--- src/rtl/two_bit_1to4demux_router_pkg.sv ---
// Shared encodings for the 2-bit 1-to-4 demux router: FSM states, lane indices
// and the round-robin pointer step.
package two_bit_1to4demux_router_pkg;

    typedef enum logic [1:0] {
        S_MANUAL = 2'd0,
        S_RR     = 2'd1,
        S_DRAIN  = 2'd2
    } state_t;

    localparam int LANES = 4;

    localparam logic [1:0] LANE_U = 2'd0;
    localparam logic [1:0] LANE_V = 2'd1;
    localparam logic [1:0] LANE_W = 2'd2;
    localparam logic [1:0] LANE_X = 2'd3;

    // Pointer wraps naturally in two bits: 0->1->2->3->0.
    function automatic logic [1:0] rr_step(input logic [1:0] ptr);
        return ptr + 2'd1;
    endfunction

endpackage

--- src/rtl/two_bit_1to4demux_router_if.sv ---
// Symbol-stream and lane bundle for the demux router. The master side is the
// producer/consumer environment; the slave side is the router itself.
interface two_bit_1to4demux_router_if #(
    parameter int WIDTH = 2
);
    logic [WIDTH-1:0] d;
    logic             in_valid;
    logic             in_ready;
    logic [1:0]       s;
    logic             mode_req;
    logic [WIDTH-1:0] u;
    logic [WIDTH-1:0] v;
    logic [WIDTH-1:0] w;
    logic [WIDTH-1:0] x;
    logic [3:0]       out_valid;
    logic [3:0]       out_ready;
    logic             mode;
    logic [7:0]       cnt;

    modport master (
        output d, in_valid, s, mode_req, out_ready,
        input  in_ready, u, v, w, x, out_valid, mode, cnt
    );

    modport slave (
        input  d, in_valid, s, mode_req, out_ready,
        output in_ready, u, v, w, x, out_valid, mode, cnt
    );
endinterface

--- src/rtl/two_bit_1to4demux_router_lane_reg.sv ---
// One-entry holding register for a single output lane. A load in the same edge
// as a drain wins, so the lane stays valid with the new symbol.
module demux_lane_reg #(
    parameter int WIDTH = 2
) (
    input  logic             clk,
    input  logic             reset,
    input  logic             load,
    input  logic             drain,
    input  logic [WIDTH-1:0] din,
    output logic [WIDTH-1:0] data,
    output logic             valid
);
    logic [WIDTH-1:0] data_reg;
    logic             valid_reg;

    always_ff @(posedge clk or posedge reset) begin
        if (reset) begin
            data_reg  <= '0;
            valid_reg <= 1'b0;
        end else begin
            if (load) begin
                data_reg <= din;
            end
            valid_reg <= load | (valid_reg & ~drain);
        end
    end

    assign data  = data_reg;
    assign valid = valid_reg;
endmodule

--- src/rtl/two_bit_1to4demux_router.sv ---
// Routes a 2-bit symbol stream to four independently-stalling lanes, chosen by
// the explicit select or a round-robin pointer; mode changes wait for empty lanes.
module two_bit_1to4demux_router
    import two_bit_1to4demux_router_pkg::*;
#(
    parameter int WIDTH = 2
) (
    input logic                       clk,
    input logic                       reset,
    two_bit_1to4demux_router_if.slave bus
);
    state_t     state_reg, state_next;
    logic       mode_reg, mode_next;
    logic [1:0] rr_reg, rr_next;
    logic [7:0] cnt_reg;

    logic [1:0]       target;
    logic             in_ready_int;
    logic             accept;
    logic [3:0]       load;
    logic [3:0]       drain;
    logic [3:0]       lane_valid;
    logic [WIDTH-1:0] lane_data [LANES];

    assign target       = (state_reg == S_RR) ? rr_reg : bus.s;
    assign in_ready_int = (state_reg != S_DRAIN) &
                          (~lane_valid[target] | bus.out_ready[target]);
    assign accept       = bus.in_valid & in_ready_int;

    generate
        for (genvar gi = 0; gi < LANES; gi++) begin : g_lane
            assign load[gi]  = accept & (target == 2'(gi));
            assign drain[gi] = lane_valid[gi] & bus.out_ready[gi];

            demux_lane_reg #(.WIDTH(WIDTH)) u_lane (
                .clk   (clk),
                .reset (reset),
                .load  (load[gi]),
                .drain (drain[gi]),
                .din   (bus.d),
                .data  (lane_data[gi]),
                .valid (lane_valid[gi])
            );
        end
    endgenerate

    always_comb begin
        state_next = state_reg;
        mode_next  = mode_reg;
        rr_next    = rr_reg;

        if ((state_reg == S_RR) && accept) begin
            rr_next = rr_step(rr_reg);
        end

        case (state_reg)
            S_MANUAL: begin
                if (bus.mode_req) begin
                    state_next = (lane_valid == 4'b0000) ? S_RR : S_DRAIN;
                end
            end
            S_RR: begin
                if (!bus.mode_req) begin
                    state_next = (lane_valid == 4'b0000) ? S_MANUAL : S_DRAIN;
                end
            end
            S_DRAIN: begin
                if (lane_valid == 4'b0000) begin
                    state_next = bus.mode_req ? S_RR : S_MANUAL;
                end
            end
            default: state_next = S_MANUAL;
        endcase

        // mode only moves when a settled state is entered; it holds through a drain.
        case (state_next)
            S_MANUAL: mode_next = 1'b0;
            S_RR:     mode_next = 1'b1;
            default:  mode_next = mode_reg;
        endcase

        if ((state_next == S_RR) && (state_reg != S_RR)) begin
            rr_next = LANE_U;
        end
    end

    always_ff @(posedge clk or posedge reset) begin
        if (reset) begin
            state_reg <= S_MANUAL;
            mode_reg  <= 1'b0;
            rr_reg    <= LANE_U;
            cnt_reg   <= 8'd0;
        end else begin
            state_reg <= state_next;
            mode_reg  <= mode_next;
            rr_reg    <= rr_next;
            if (accept) begin
                cnt_reg <= cnt_reg + 8'd1;
            end
        end
    end

    assign bus.in_ready  = in_ready_int;
    assign bus.out_valid = lane_valid;
    assign bus.mode      = mode_reg;
    assign bus.cnt       = cnt_reg;
    assign bus.u         = lane_data[LANE_U];
    assign bus.v         = lane_data[LANE_V];
    assign bus.w         = lane_data[LANE_W];
    assign bus.x         = lane_data[LANE_X];
endmodule

--- src/flat_wrapper.sv ---
// flat-port wrapper written by rule: the top's interface ports become plain ports
module two_bit_1to4demux_router_flat import two_bit_1to4demux_router_pkg::*;
#(
    parameter int WIDTH = 2
)
  (clk, reset, bus_d, bus_in_valid, bus_s, bus_mode_req, bus_out_ready, bus_in_ready, bus_u, bus_v, bus_w, bus_x, bus_out_valid, bus_mode, bus_cnt);
  two_bit_1to4demux_router_if #(.WIDTH(WIDTH)) bus_i ();
  input logic clk;
  input logic reset;
  input wire logic [$bits(bus_i.d)-1:0] bus_d;
  input wire logic [$bits(bus_i.in_valid)-1:0] bus_in_valid;
  input wire logic [$bits(bus_i.s)-1:0] bus_s;
  input wire logic [$bits(bus_i.mode_req)-1:0] bus_mode_req;
  input wire logic [$bits(bus_i.out_ready)-1:0] bus_out_ready;
  output wire logic [$bits(bus_i.in_ready)-1:0] bus_in_ready;
  output wire logic [$bits(bus_i.u)-1:0] bus_u;
  output wire logic [$bits(bus_i.v)-1:0] bus_v;
  output wire logic [$bits(bus_i.w)-1:0] bus_w;
  output wire logic [$bits(bus_i.x)-1:0] bus_x;
  output wire logic [$bits(bus_i.out_valid)-1:0] bus_out_valid;
  output wire logic [$bits(bus_i.mode)-1:0] bus_mode;
  output wire logic [$bits(bus_i.cnt)-1:0] bus_cnt;
  assign bus_i.d = bus_d;
  assign bus_i.in_valid = bus_in_valid;
  assign bus_i.s = bus_s;
  assign bus_i.mode_req = bus_mode_req;
  assign bus_i.out_ready = bus_out_ready;
  assign bus_in_ready = bus_i.in_ready;
  assign bus_u = bus_i.u;
  assign bus_v = bus_i.v;
  assign bus_w = bus_i.w;
  assign bus_x = bus_i.x;
  assign bus_out_valid = bus_i.out_valid;
  assign bus_mode = bus_i.mode;
  assign bus_cnt = bus_i.cnt;
  two_bit_1to4demux_router #(.WIDTH(WIDTH)) u_core (.clk(clk), .reset(reset), .bus(bus_i));
endmodule
--- config.mk ---
export PLATFORM = sky130hd
export DESIGN_NAME = two_bit_1to4demux_router_flat
export DESIGN_NICKNAME = d
export VERILOG_FILES = /design/src/rtl/two_bit_1to4demux_router_pkg.sv /design/src/rtl/two_bit_1to4demux_router_if.sv /design/src/rtl/two_bit_1to4demux_router_lane_reg.sv /design/src/rtl/two_bit_1to4demux_router.sv /design/src/flat_wrapper.sv
export SDC_FILE = /design/constraint.sdc
export NUM_CORES = 1
export LEC_CHECK = 0
export BUFFER_PORTS_ARGS = -buffer_cell sky130_fd_sc_hd__clkbuf_2
export CAP_MARGIN = 20
export CELL_PAD_IN_SITES_DETAIL_PLACEMENT = 1
export CELL_PAD_IN_SITES_GLOBAL_PLACEMENT = 1
export CORE_ASPECT_RATIO = 0.8
export CORE_UTILIZATION = 31
export CTS_CLUSTER_DIAMETER = 100
export DETAILED_ROUTE_END_ITERATION = 10
export GPL_TIMING_DRIVEN = 0
export PLACE_DENSITY_LB_ADDON = 0.1
export SLEW_MARGIN = 20
export SYNTH_ARGS = -nofsm -noshare
export SYNTH_HDL_FRONTEND = slang
export SYNTH_HIERARCHICAL = 1
export SYNTH_SLANG_ARGS = --single-unit
--- constraint.sdc ---
create_clock -name clk -period 1.8 [get_ports clk]
set_input_delay 0.36 -clock clk [delete_from_list [all_inputs] [get_ports clk]]
set_output_delay 0.36 -clock clk [all_outputs]
set_load 0.02 [all_outputs]
==> summary.md <==
| Metric | Value |
|---|---|
| Maximum fanout along the worst path | 5 |
| Final Cell Area | between 2000 and 2500 sq um |
| XOR/XNOR Fraction of Synth Area | 0.05796 |
| Crit path DAT | 1850 ps |
| Crit path time final | roughly 2200 ps |
| Most frequent cells in the layout | clkbuf_2, dfrtp_1, buf_4, inv_1 |
| RSZ-0062 raised after global routing | yes |
| Worst Setup Slack, final | -407.0 ps |
| Synthesized cell area | 1360 sq um |
| Vias in the first global route | 1058 |
| Post-route ant nets | 0 |
| Critical Path Start Type | flip-flop |
| CTS sink cnt | 25 |
| Largest family of logic cells by synthesized area | compound AO/OA/AOI/OAI gates |
| Register area | ~630 sq um |
| Maxcap violations | 0 |
| Final setup violating endpoints | 20 |
| Port Buffers | 33 |
| Status | complete, but fails checks |
| Post-route DRC | 0 |
| Syn avg cell area | 11.33 sq um |
| Largest net degree at the start of global routing | 16 |
| Slowest cell delay on critical path | 450 ps |
| TritonCTS clock tree | done |
| Area share of the leading cell type in the synthesized netlist | 0.4600 |
| Final Wtd Congestion | 0.6792 |
| Final Hold Vio Count | 0 |
| HPWL Detailed | 2588 microns |
| Leading cell type in the layout, fill and taps excluded | clkbuf_2 |
| Post-synthesis adder-cell area fraction | 0.009200 |
| Cells after Synth | 120 |
| Clock skew | 2.380 ps |
| Initial antenna violation count | 0 |
| Violated checks | setup timing |
| Relative slew slack | 0.5861 |
| Max frequency | 453.1 MHz |
| GRT Total Usage | 0.1567 |
| NumNets Final | between 150 and 200 |
| Vias/cell | 4.700 |
| Core Area | approximately 4200 sq um |
| Nature of the critical path endpoint | output pin |
| DR vias | 1095 |
| Area growth syn-to-layout | 49.59% |
| Family with the most delay on the worst path | compound AO/OA/AOI/OAI gates |
| Placed insts | 210 |
| Die height | 61.25 microns |
| First-pass GRT wire length | 5513 microns |
| Post-Syn Nets | 133 |
| P_leak | 0.9168 nW |
| Die ar. | 4658 sq um |
| EDFF count, synth | 0 |
| Pwr dens | about 1600 nW/um^2 |
| Cell taking the most area after synthesis | dfrtp_1 |
| Hold slack | 353.7 ps |
| Final WL | 3698 microns |
| Row count | 21 |
| CTS Buf Count | 3 |
| # diodes | 0 |
| Synth Warn # | 6 |
| GR Overflow Total | 0 |
| Worst slew pin tran | 619.6 ps |
| Required time of the critical path | 1440 ps |
| Initial Utilization | 0.3235 |
| Crit-path slowest cell | a2111oi_4 |
| Area contributors post-synth | dfrtp_1, mux2_2, xnor2_1 |
| Layout Cells excl Fill | 233 |
| Share of cells above drive strength 1 | 0.5341 |
| Main synth FF type | dfrtp_1 |
| Setup Crit Path Kind | reg -> out |
| Simple-Gate Fraction of Synth Area | 0.1380 |
| WL/cell | 15.87 microns |
| Area occupied by multi-input gates | 874.6 sq um |
| Tcrit/Tclk final | 1.226 |
| Synth Area in Compound Gates | 0.1757 |
| Worst Hold Class | in -> reg |
| Async SR Flop Fraction | 1.000 |
| Peak supply drop | 673.2 uV |
| Starting DRT DRC Count | 25 |
| Die W | 76.06 microns |
| Area after DPL | 1604 sq um |
| Clock buffer depth | 2 |
| Root buffer cell | clkbuf_8 |
| Slew Limit Fails | 0 |
| Post-synthesis register bit count | 25 |
| Fillers | 475 |
| Clock Latency Late Sink | 270 ps |
| I/O pin count | 34 |
| Drt first pass iters | 4 |
| Register area share after synthesis | 0.4600 |
| Post-synthesis mux area share | 0.1178 |
| Yosys cell types | 33 |
| WP buf/inv | 1 |
| H-Tree Level Count | 1 |
| CP Cell Sequence | nand2b_4 > a2111oi_4 > a21oi_4 > mux2i_1 > o22ai_2 > clkbuf_8 |
| Reg clk slew, reported paths | 90 ps |
## timing repair
action,in CTS,in global routing
hold buffers,1,0
pin swaps,11,11
endpoints found under the hold margin,12,0
endpoints found under the setup margin,23,22
gates cloned,0,0
resized for setup,25,18
setup buffers,11,8
## metal layers
| layer | track usage | up-vias | wire length [microns] |
|---|---|---|---|
| met4 | 0.03297 | 0 | 20 |
| met2 | 0.2675 | 17 | 1899 |
| li1 | - | 534 | - |
| met3 | 0.03407 | 2 | 103 |
| met1 | 0.2103 | 542 | 1675 |
| met5 | 0 | - | 0 |
## metrics by stage
stage | util | TNS [ps] | total power [mW] | setup slack (ps)
final | 0.4839 | -4241 | 3.262 | -407.0
after global routing | 0.4839 | -5227 | 3.496 | -523.5
after CTS | 0.4545 | -5761 | 3.129 | -469.0
after detailed placement | 0.3815 | -6880 | 2.412 | -533.7
after global placement | 0.3815 | -5093 | 2.358 | -396.7
after floorplan | - | -577.6 | 1.973 | -119.7
## power by group
group          switching, mW  internal, mW
Sequential             0.236         0.801
Clock                  0.181         0.157
Combinational          0.987         0.900
## final timing paths
check	start	to	slack, ps	cells after the start
min reg2reg	u_core/bus.cnt[5]	u_core/bus.cnt[5]	490	1
max in group asynchronous	reset	u_core/state_reg[1]	710	3
min in group asynchronous	reset	u_core/g_lane[1].u_lane/data[0]	530	3
max reg2reg	u_core/state_reg[0]	u_core/bus.cnt[1]	-330	7
min	bus_mode_req	u_core/state_reg[0]	350	2
max	u_core/state_reg[1]	bus_in_ready	-410	6
## cell type report
type                            count  area share
Multi-Input combinational cell     82      0.4299
Sequential cell                    25      0.3087
Timing Repair Buffer               53      0.1802
Tap cell                           57     0.03506
Inverter                           12     0.02214
Clock buffer                        3     0.02030
Clock inverter                      1    0.003690
## cell families after synthesis
logic type | Yosys count
xor gates and xnor gates | 9
muxes | 14
and+or+nand+nor | 34
adders and majority gates | 1
AOI/OAI and AO/OA | 24
DFF | 25
buffers and inverters | 13
## worst reg2reg max path: stages (launching register included)
cell and delay (ps):
dfrtp_2 460, buf_4 160, mux2_4 300, o31a_1 360, a211oi_4 240, buf_12 180
nor2_4 50, mux2_4 290
## cells in the mapped netlist, types with 2 or more instances
library cell,count
xnor2_1,8
a211oi_4,2
o21ai_1,2
nor3_1,3
dfrtp_1,25
and2_1,7
o2111ai_1,2
nor4_1,3
o211ai_1,3
nor2b_1,4
inv_1,12
nand2_1,3
mux2_4,2
a21oi_1,4
mux2_2,8
a2111oi_4,2
nor2_1,8
mux2i_1,4
a21o_2,4
(Power assumes the default switching activity.)
